## src/rtl/mem_arbiter.sv

```systemverilog
// mem_arbiter: round-robin arbiter that shares the single HAL memory port among
// NUM_MASTERS requesters, with per-master ack/busy handshakes and a busy-wait timeout.
module mem_arbiter #(
  parameter int NUM_MASTERS    = 2,
  parameter int ADDR_WIDTH     = 26,
  parameter int DATA_WIDTH     = 32,
  parameter int TIMEOUT_CYCLES = 1023
) (
  input  logic                              clk,
  input  logic                              reset,
  input  logic [NUM_MASTERS-1:0]            m_read_req,
  input  logic [NUM_MASTERS-1:0]            m_write_req,
  input  logic [NUM_MASTERS*ADDR_WIDTH-1:0] m_addr,
  input  logic [NUM_MASTERS*DATA_WIDTH-1:0] m_data_write,
  output logic [DATA_WIDTH-1:0]             m_data_read,
  output logic [NUM_MASTERS-1:0]            m_busy,
  output logic [NUM_MASTERS-1:0]            m_ack,
  output logic [NUM_MASTERS-1:0]            m_err,
  output logic                              memory_read_req,
  output logic                              memory_write_req,
  output logic [ADDR_WIDTH-1:0]             memory_addr,
  output logic [DATA_WIDTH-1:0]             memory_data_write,
  input  logic [DATA_WIDTH-1:0]             memory_data_read,
  input  logic                              memory_busy
);

  localparam int IW = (NUM_MASTERS > 1) ? $clog2(NUM_MASTERS) : 1;
  // Counter can overshoot the limit by one when busy rises on the limit cycle.
  localparam int CW = (TIMEOUT_CYCLES > 0) ? $clog2(TIMEOUT_CYCLES + 2) : 1;

  typedef enum logic [2:0] {IDLE, ISSUE, ACCEPT, WAIT_DONE, DONE} state_t;

  state_t                 state;
  state_t                 state_next;
  logic [NUM_MASTERS-1:0] req;
  logic [IW-1:0]          last_grant;
  logic [IW-1:0]          grant;
  logic [IW-1:0]          grant_idx;
  logic [IW-1:0]          cand;
  logic                   grant_found;
  logic                   start;
  logic                   complete;
  logic                   timeout_hit;
  logic                   abort;
  logic                   is_write;
  logic [CW-1:0]          tcnt;

  assign req         = m_read_req | m_write_req;
  assign start       = (state == IDLE) && grant_found && !memory_busy;
  assign complete    = (state == WAIT_DONE) && !memory_busy;
  assign timeout_hit = (TIMEOUT_CYCLES != 0) && (tcnt >= CW'(TIMEOUT_CYCLES));
  assign abort       = timeout_hit &&
                       (((state == ACCEPT) && !memory_busy) ||
                        ((state == WAIT_DONE) && memory_busy));

  // First requester found searching upward from the master after last_grant.
  always_comb begin
    grant_found = 1'b0;
    grant_idx   = '0;
    cand        = '0;
    for (int i = 1; i <= NUM_MASTERS; i++) begin
      cand = IW'((int'(last_grant) + i) % NUM_MASTERS);
      if (!grant_found && req[cand]) begin
        grant_found = 1'b1;
        grant_idx   = cand;
      end
    end
  end

  always_ff @(posedge clk or posedge reset) begin
    if (reset) begin
      state <= IDLE;
    end else begin
      state <= state_next;
    end
  end

  always_comb begin
    state_next = state;
    case (state)
      IDLE:      if (start) state_next = ISSUE;
      ISSUE:     state_next = ACCEPT;
      ACCEPT: begin
        if (abort) state_next = DONE;
        else if (memory_busy) state_next = WAIT_DONE;
      end
      WAIT_DONE: if (complete || abort) state_next = DONE;
      DONE:      state_next = IDLE;
      default:   state_next = IDLE;
    endcase
  end

  always_ff @(posedge clk or posedge reset) begin
    if (reset) begin
      last_grant        <= IW'(NUM_MASTERS - 1);
      grant             <= '0;
      is_write          <= 1'b0;
      tcnt              <= '0;
      m_data_read       <= '0;
      m_busy            <= '0;
      m_ack             <= '0;
      m_err             <= '0;
      memory_read_req   <= 1'b0;
      memory_write_req  <= 1'b0;
      memory_addr       <= '0;
      memory_data_write <= '0;
    end else begin
      memory_read_req  <= 1'b0;
      memory_write_req <= 1'b0;
      m_ack            <= '0;
      m_err            <= '0;

      if (start) begin
        grant             <= grant_idx;
        last_grant        <= grant_idx;
        is_write          <= m_write_req[grant_idx];
        memory_write_req  <= m_write_req[grant_idx];
        memory_read_req   <= !m_write_req[grant_idx];
        memory_addr       <= m_addr[int'(grant_idx)*ADDR_WIDTH +: ADDR_WIDTH];
        memory_data_write <= m_data_write[int'(grant_idx)*DATA_WIDTH +: DATA_WIDTH];
        m_busy[grant_idx] <= 1'b1;
      end

      if (state == ISSUE) begin
        tcnt <= '0;
      end else if ((state == ACCEPT) || (state == WAIT_DONE)) begin
        tcnt <= tcnt + 1'b1;
      end

      if (complete || abort) begin
        m_busy[grant] <= 1'b0;
        m_ack[grant]  <= 1'b1;
        m_err[grant]  <= abort;
        if (complete && !is_write) m_data_read <= memory_data_read;
      end
    end
  end

endmodule

```

## config.mk

```make
export PLATFORM = sky130hd
export DESIGN_NAME = mem_arbiter
export DESIGN_NICKNAME = d
export VERILOG_FILES = /design/src/rtl/mem_arbiter.sv
export SDC_FILE = /design/constraint.sdc
export NUM_CORES = 1
export LEC_CHECK = 0
export CAP_MARGIN = 20
export CORE_MARGIN = 5
export CORE_UTILIZATION = 40
export CTS_CLUSTER_DIAMETER = 200
export DETAILED_ROUTE_END_ITERATION = 8
export HOLD_SLACK_MARGIN = 0.06
export PLACE_DENSITY = 0.77
export SYNTH_ARGS = -nofsm -noshare
export SYNTH_HDL_FRONTEND = slang
export SYNTH_SLANG_ARGS = --single-unit
```

## constraint.sdc

```tcl
create_clock -name clk -period 4.5 [get_ports clk]
set_input_delay 0.45 -clock clk [delete_from_list [all_inputs] [get_ports clk]]
set_output_delay 0.45 -clock clk [all_outputs]
set_load 0.02 [all_outputs]
```

==> results.sh, run 1 <==
export IMPL_leakagePower_nw=3.52
export IMPL_fin_crit_sh_pct=46.0
export IMPL_grt_overflow_total=0
export IMPL_cap_viol_max_count=0
export IMPL_clock_fmax_ghz=0.483
export IMPL_r2r_end="m_data_read[12]"
export IMPL_drt_total_wl_um=14400
export IMPL_cts_buffers=17
export IMPL_fin_worst_skew_ps=8.19
export IMPL_crit_chain="nand2b_1 > or3_4 > nor2_8 > mux2_2"
export IMPL_end_kind="flop"
export IMPL_mostFrequentLayoutCell="clkdlybuf4s50_1"
export IMPL_gp_congestion=0.787
export IMPL_slowest_delay_ps=580
export IMPL_antenna_found_initial=2
export IMPL_grt_pass1_vias=4589
export IMPL_worstRegToRegCells=4
export IMPL_slowest_stage="dfrtp_1"
export IMPL_drc_errors=0
export IMPL_ys_flop_type="dfrtp_1"
export IMPL_drt_first_pass_iters=4
export IMPL_vias_per_cell=5.00
export IMPL_clk_latency_ps=400
export IMPL_arrival_ps=2350
export IMPL_multi_input_area_um2=1780
export IMPL_placed_cell_area_um2=7420
export IMPL_cts_root_buf="clkbuf_16"
export IMPL_endpoint="m_data_read[12]"
export IMPL_r2r_start="state[1]"
export IMPL_io_buffers=252
export IMPL_coreArea_um2=12000
export IMPL_cts_resized=0
export IMPL_yosys_warnings=0
export IMPL_drtIter0Drc=188
export IMPL_fp_dieH_um=120
export IMPL_final_seq_area_um2=2880
export IMPL_post_place_ws_ps=1680
export IMPL_syn_inst=432
export IMPL_fin_ws_ps=2430
export IMPL_hold_class="in -> async"
export IMPL_mappedNetlistArea_um2=4850
export IMPL_wl_per_cell_um=17.0
export IMPL_row_count=40
export IMPL_die_w_um=120
export IMPL_start_util_pct=40.6
export IMPL_drive_gt1_share_pct=11.0
export IMPL_die_area_um2=14400
export IMPL_total_power_mw=5.31
export IMPL_status="finished clean"
export IMPL_synthArstFlopShare_pct=100
export IMPL_hold_violations=0
export IMPL_seq_area_frac_synth_pct=59.3
export IMPL_synth_edf_count=0
export IMPL_grt_setup_unrepaired="no"
export IMPL_io_pins=253
export IMPL_setup_viol=0
export IMPL_cts_sinks=115
export IMPL_synthToLayoutAreaGrowth_pct=65.4
export IMPL_synth_avg_cell_area_um2=11.2
export IMPL_dp_hpwl_um=10700
export IMPL_vias=4219
export IMPL_vdd_drop_max_uv=262
export IMPL_nets=841
export IMPL_fillers=925
export IMPL_reg2reg_slack_ps=2430
export IMPL_post_cts_buffers=0
export IMPL_cts_max_path_buffers=2
export IMPL_worst_setup_path_startpoint="state[1]"
export IMPL_synth_nets=588
export IMPL_final_cell_mix="252 x clkdlybuf4s50_1, 122 x nand2_1, 114 x dfrtp_1"
export IMPL_final_util_pct=67.1
export IMPL_final_area_um2=8030
export IMPL_grt_pass1_wl_um=23100
export IMPL_crit_required_ps=4780
export IMPL_start_kind="flop"
export IMPL_grt_max_degree=88
export IMPL_antenna_left=0
export IMPL_path_max_fanout=32
export IMPL_yosys_cell_types_count=43
export IMPL_cts_hold_buf=0
export IMPL_power_density_nw_per_um2=661
export IMPL_drv_slew=0
export IMPL_worst_slew_pin_slew_ps=826
export IMPL_htreeDepth=4
export IMPL_worst_setup_path_type="reg -> reg"
export IMPL_grt_use_total_pct=20.1
export IMPL_cts_tree="yes"
export IMPL_ys_seq_elements=115
export IMPL_setup_tns_ps=0
export IMPL_clk_pin_slew_ps=50
export IMPL_maxSlewHeadroom_pct=44.8
export IMPL_num_antenna_cells=0
export IMPL_period_minus_slack_ps=2070
## per-stage QoR
| stage | std cells | hold WS, ps |
|---|---|---|
| CTS | 841 | 466 |
| global placement | 810 | 450 |
| floorplan | 432 | 470 |
| global route | 844 | 309 |
| finish | 844 | 305 |
| detailed placement | 810 | 455 |
## per-layer routing
metal / track usage (%) / routed length [µm] / vias to the layer above
met4: 5.73 / 186 / 0
met1: 23.0 / 5590 / 2007
met3: 8.86 / 1370 / 17
met5: 0 / 0 / -
li1: - / - / 2004
met2: 34.0 / 7230 / 191
## layout make-up
cell class / count / area share (%)
Clock inverter: 10 / 1.06
Inverter: 7 / 0.358
Timing Repair Buffer: 258 / 32.5
Tap cell: 147 / 2.29
Clock buffer: 21 / 5.73
Sequential cell: 115 / 35.9
Multi-Input combinational cell: 286 / 22.2
## worst max-delay path: cells and delay by family (launching register included)
| kind | cells | cell delay, ps |
|---|---|---|
| and+or+nand+nor | 3 | 950 |
| DFF | 1 | 580 |
| muxes | 1 | 400 |
## where the power goes
group          switching (mW)  internal [mW]
clock                   0.444          0.778
sequential              0.285           1.48
combinational            1.18           1.14
## kinds of logic (layout without fill, tap and decap cells)
kind of cell	after synthesis	in the layout	synth area share [%]
AO/OA/AOI/OAI	81	81	12.8
XOR/XNOR	7	7	1.26
adder cells (fa/ha/maj)	1	1	0.258
buffers and inverters	31	296	4.05
flip-flops	115	115	59.3
multiplexers	34	34	7.89
AND/OR/NAND/NOR	163	163	14.4
## state kept, by name, indices dropped and copies added, names as in the netlist
name,flops
state,3
m_busy,2
grant,1
is_write,1
m_ack,2
memory_data_write,32
memory_addr,26
last_grant,1
memory_read_req,1
m_data_read,32
m_err,2
memory_write_req,1
tcnt,11
## worst min path at each step
stage | endpoint | slack (ps) | from
final | memory_data_write[5] | 300 | reset
after global routing | m_data_read[8] | 310 | reset
after CTS | memory_data_write[11] | 470 | memory_data_write[11]
after detailed placement | memory_data_write[11] | 450 | memory_data_write[11]
after global placement | memory_data_write[23] | 450 | memory_data_write[23]
after floorplan | m_err[0] | 470 | grant
## synth_stat cells (4+ instances only)
library cell,instances,area (µm²)
clkbuf_1,6,22.5
buf_2,7,35.0
nor2_1,15,56.3
xnor2_1,7,61.3
nor3_1,7,35.0
a22oi_1,58,435
mux2_2,32,360
inv_1,6,22.5
buf_4,6,45.0
a21oi_1,4,20.0
nand2_1,122,458
dfrtp_1,114,2850
nand3_1,5,25.0
(Power assumes the default switching activity.)
==> inputs of run 2 (changes only) <==
--- a/config.mk
+++ b/config.mk
@@ -7,11 +7,11 @@
 export LEC_CHECK = 0
 export CAP_MARGIN = 20
 export CORE_MARGIN = 5
-export CORE_UTILIZATION = 40
+export CORE_UTILIZATION = 36
 export CTS_CLUSTER_DIAMETER = 200
 export DETAILED_ROUTE_END_ITERATION = 8
 export HOLD_SLACK_MARGIN = 0.06
-export PLACE_DENSITY = 0.77
+export PLACE_DENSITY = 0.73
 export SYNTH_ARGS = -nofsm -noshare
 export SYNTH_HDL_FRONTEND = slang
 export SYNTH_SLANG_ARGS = --single-unit
==> constraint.sdc (replaced) <==
create_clock -name clk -period 1.7 [get_ports clk]
set_input_delay 0.17 -clock clk [delete_from_list [all_inputs] [get_ports clk]]
set_output_delay 0.17 -clock clk [all_outputs]
set_load 0.02 [all_outputs]
==> run 2 against run 1 <==
Against the previous run: global-route usage fell by 1.2 points; final area is 6.2% higher; first-iteration DRC count unchanged; setup slack got worse by 2400 ps; non-clock buffer count up 26; critical endpoint is now m_data_read[4]; largest cell class is now non-clock buffers.
==> results.sh, run 2 (synthesis results as in run 1) <==
export IMPL_cts_max_path_buffers=2
export IMPL_drive_gt1_share_pct=16.2
export IMPL_status="finished clean"
export IMPL_drt_first_pass_iters=5
export IMPL_clock_fmax_ghz=0.597
export IMPL_p_int_mw=10.1
export IMPL_path_max_fanout=22
export IMPL_dp_hpwl_um=11400
export IMPL_switchingPower_mw=5.22
export IMPL_fillers=1056
export IMPL_comb_power_share_pct=43.2
export IMPL_row_count=42
export IMPL_fin_crit_sh_pct=98.5
export IMPL_die_w_um=126
export IMPL_post_place_ws_ps=-142
export IMPL_end_kind="flop"
export IMPL_setup_viol=0
export IMPL_drtIter0Drc=188
export IMPL_cts_hold_buf=0
export IMPL_wl_per_cell_um=16.8
export IMPL_cts_root_buf="clkbuf_16"
export IMPL_num_antenna_cells=0
export IMPL_maxSlewHeadroom_pct=64.4
export IMPL_synthToLayoutAreaGrowth_pct=75.7
export IMPL_cts_tree="yes"
export IMPL_grt_use_total_pct=18.9
export IMPL_slowest_delay_ps=400
export IMPL_fin_hold_ws_ps=220
export IMPL_coreArea_um2=13200
export IMPL_hold_class="in -> async"
export IMPL_vias_per_cell=4.79
export IMPL_nets=867
export IMPL_final_cell_mix="252 x clkdlybuf4s50_1, 122 x nand2_1, 111 x dfrtp_1"
export IMPL_cts_buffers=17
export IMPL_cpLargestDelayFamily="simple AND/OR/NAND/NOR gates"
export IMPL_final_cells=900
export IMPL_grt_setup_unrepaired="yes"
export IMPL_vias=4315
export IMPL_die_area_um2=15900
export IMPL_grt_pass1_vias=4802
export IMPL_drv_slew=0
export IMPL_start_util_pct=36.7
export IMPL_grt_overflow_total=0
export IMPL_dp_cells=864
export IMPL_cap_viol_max_count=0
export IMPL_fp_dieH_um=126
export IMPL_crit_required_ps=1990
export IMPL_start_kind="flop"
export IMPL_arrival_ps=1960
export IMPL_clk_pin_slew_ps=50
export IMPL_reg2reg_slack_ps=30
export IMPL_final_util_pct=64.4
export IMPL_final_seq_area_um2=2880
export IMPL_vdd_drop_max_uv=810
export IMPL_pwr_share_clk_pct=26.5
export IMPL_clk_latency_ps=400
export IMPL_grt_pass1_wl_um=23800
export IMPL_leakagePower_nw=3.74
export IMPL_fin_worst_skew_ps=3.79
export IMPL_drt_total_wl_um=15100
export IMPL_swShare_pct=34.1
export IMPL_fin_ws_ps=26.0
export IMPL_gp_congestion=0.810
export IMPL_cts_sinks=115
export IMPL_mostFrequentLayoutCell="clkdlybuf4s50_1"
export IMPL_largestRegisters="m_data_read: 32 flops, memory_data_write: 32 flops, memory_addr: 26 flops"
export IMPL_worst_slew_pin_slew_ps=533
export IMPL_power_density_nw_per_um2=1800
export IMPL_seq_power_share_pct=30.3
export IMPL_period_minus_slack_ps=1670
export IMPL_worst_setup_path_type="reg -> reg"
export IMPL_antenna_left=0
export IMPL_crit_chain="nand2b_4 > or3_4 > nor2_8 > buf_12 > mux2_2"
export IMPL_grt_max_degree=73
export IMPL_path_buf_inv=1
export IMPL_hold_violations=0
export IMPL_slowest_stage="dfrtp_2"
export IMPL_io_buffers=252
export IMPL_htreeDepth=4
export IMPL_antenna_found_initial=1
export IMPL_drc_errors=0
export IMPL_multi_input_area_um2=1820
export IMPL_io_pins=253
[run 2: power groups by stage]
stage	logic, mW	clock network, mW	registers, mW
2_1_floorplan	1.92	0	5.90
3_3_place_gp	6.37	0	4.61
3_5_place_dp	6.54	0	4.68
4_1_cts	6.57	4.14	4.65
5_1_grt	7.08	4.31	4.82
6_report	6.61	4.06	4.64
[run 2: tightest hold or removal path, stage by stage]
cell and delay [ps]:
clkdlybuf4s50_1 440, clkinvlp_4 100, buf_12 320
[run 2: layout make-up]
class | instances | area share (%)
Timing Repair Buffer | 284 | 33.9
Sequential cell | 115 | 33.8
Multi-Input combinational cell | 286 | 21.4
Clock buffer | 20 | 5.36
Clock inverter | 12 | 2.64
Tap cell | 176 | 2.58
Inverter | 7 | 0.352
[run 2: metal layers]
| layer | global-route usage, % | vias up | wire (µm) |
|---|---|---|---|
| met3 | 8.64 | 35 | 1570 |
| met5 | 0 | - | 7 |
| met4 | 8.26 | 2 | 421 |
| met1 | 20.1 | 2014 | 5490 |
| met2 | 32.1 | 205 | 7590 |
| li1 | - | 2059 | - |
[run 2: worst paths after layout]
check	startpoint	end	cells past startpoint
setup / recovery	state[2]	m_data_read[4]	5
hold / removal	reset	m_data_read[13]	3
setup reg to reg	state[2]	m_data_read[4]	5
hold reg to reg	memory_data_write[1]	memory_data_write[1]	2
max in group asynchronous	reset	memory_data_write[11]	3
min in group clk	m_addr[17]	memory_addr[17]	3
[run 2: per-stage QoR]
stage	setup TNS, ps	power, mW	cell area, µm²
after global routing	-1260	16.2	8530
final	0	15.3	8530
after global placement	-4330	11.0	7720
after detailed placement	-6930	11.2	7720
after CTS	0	15.4	8410
after floorplan	0	7.82	4860
[run 2: what timing repair did]
action	in CTS	in global routing
gates cloned	0	2
pin swaps	0	13
endpoints found under the hold margin	0	0
endpoints found under the setup margin	38	61
setup buffers	0	2
gates resized for setup	4	8
==> inputs of run 3 (changes only) <==
--- a/config.mk
+++ b/config.mk
@@ -5,7 +5,7 @@
 export SDC_FILE = /design/constraint.sdc
 export NUM_CORES = 1
 export LEC_CHECK = 0
-export CAP_MARGIN = 20
+export CAP_MARGIN = 5
 export CORE_MARGIN = 5
 export CORE_UTILIZATION = 36
 export CTS_CLUSTER_DIAMETER = 200
==> results of run 3 <==
No change in the layout: final DEF, timing and power equal those of run 2.
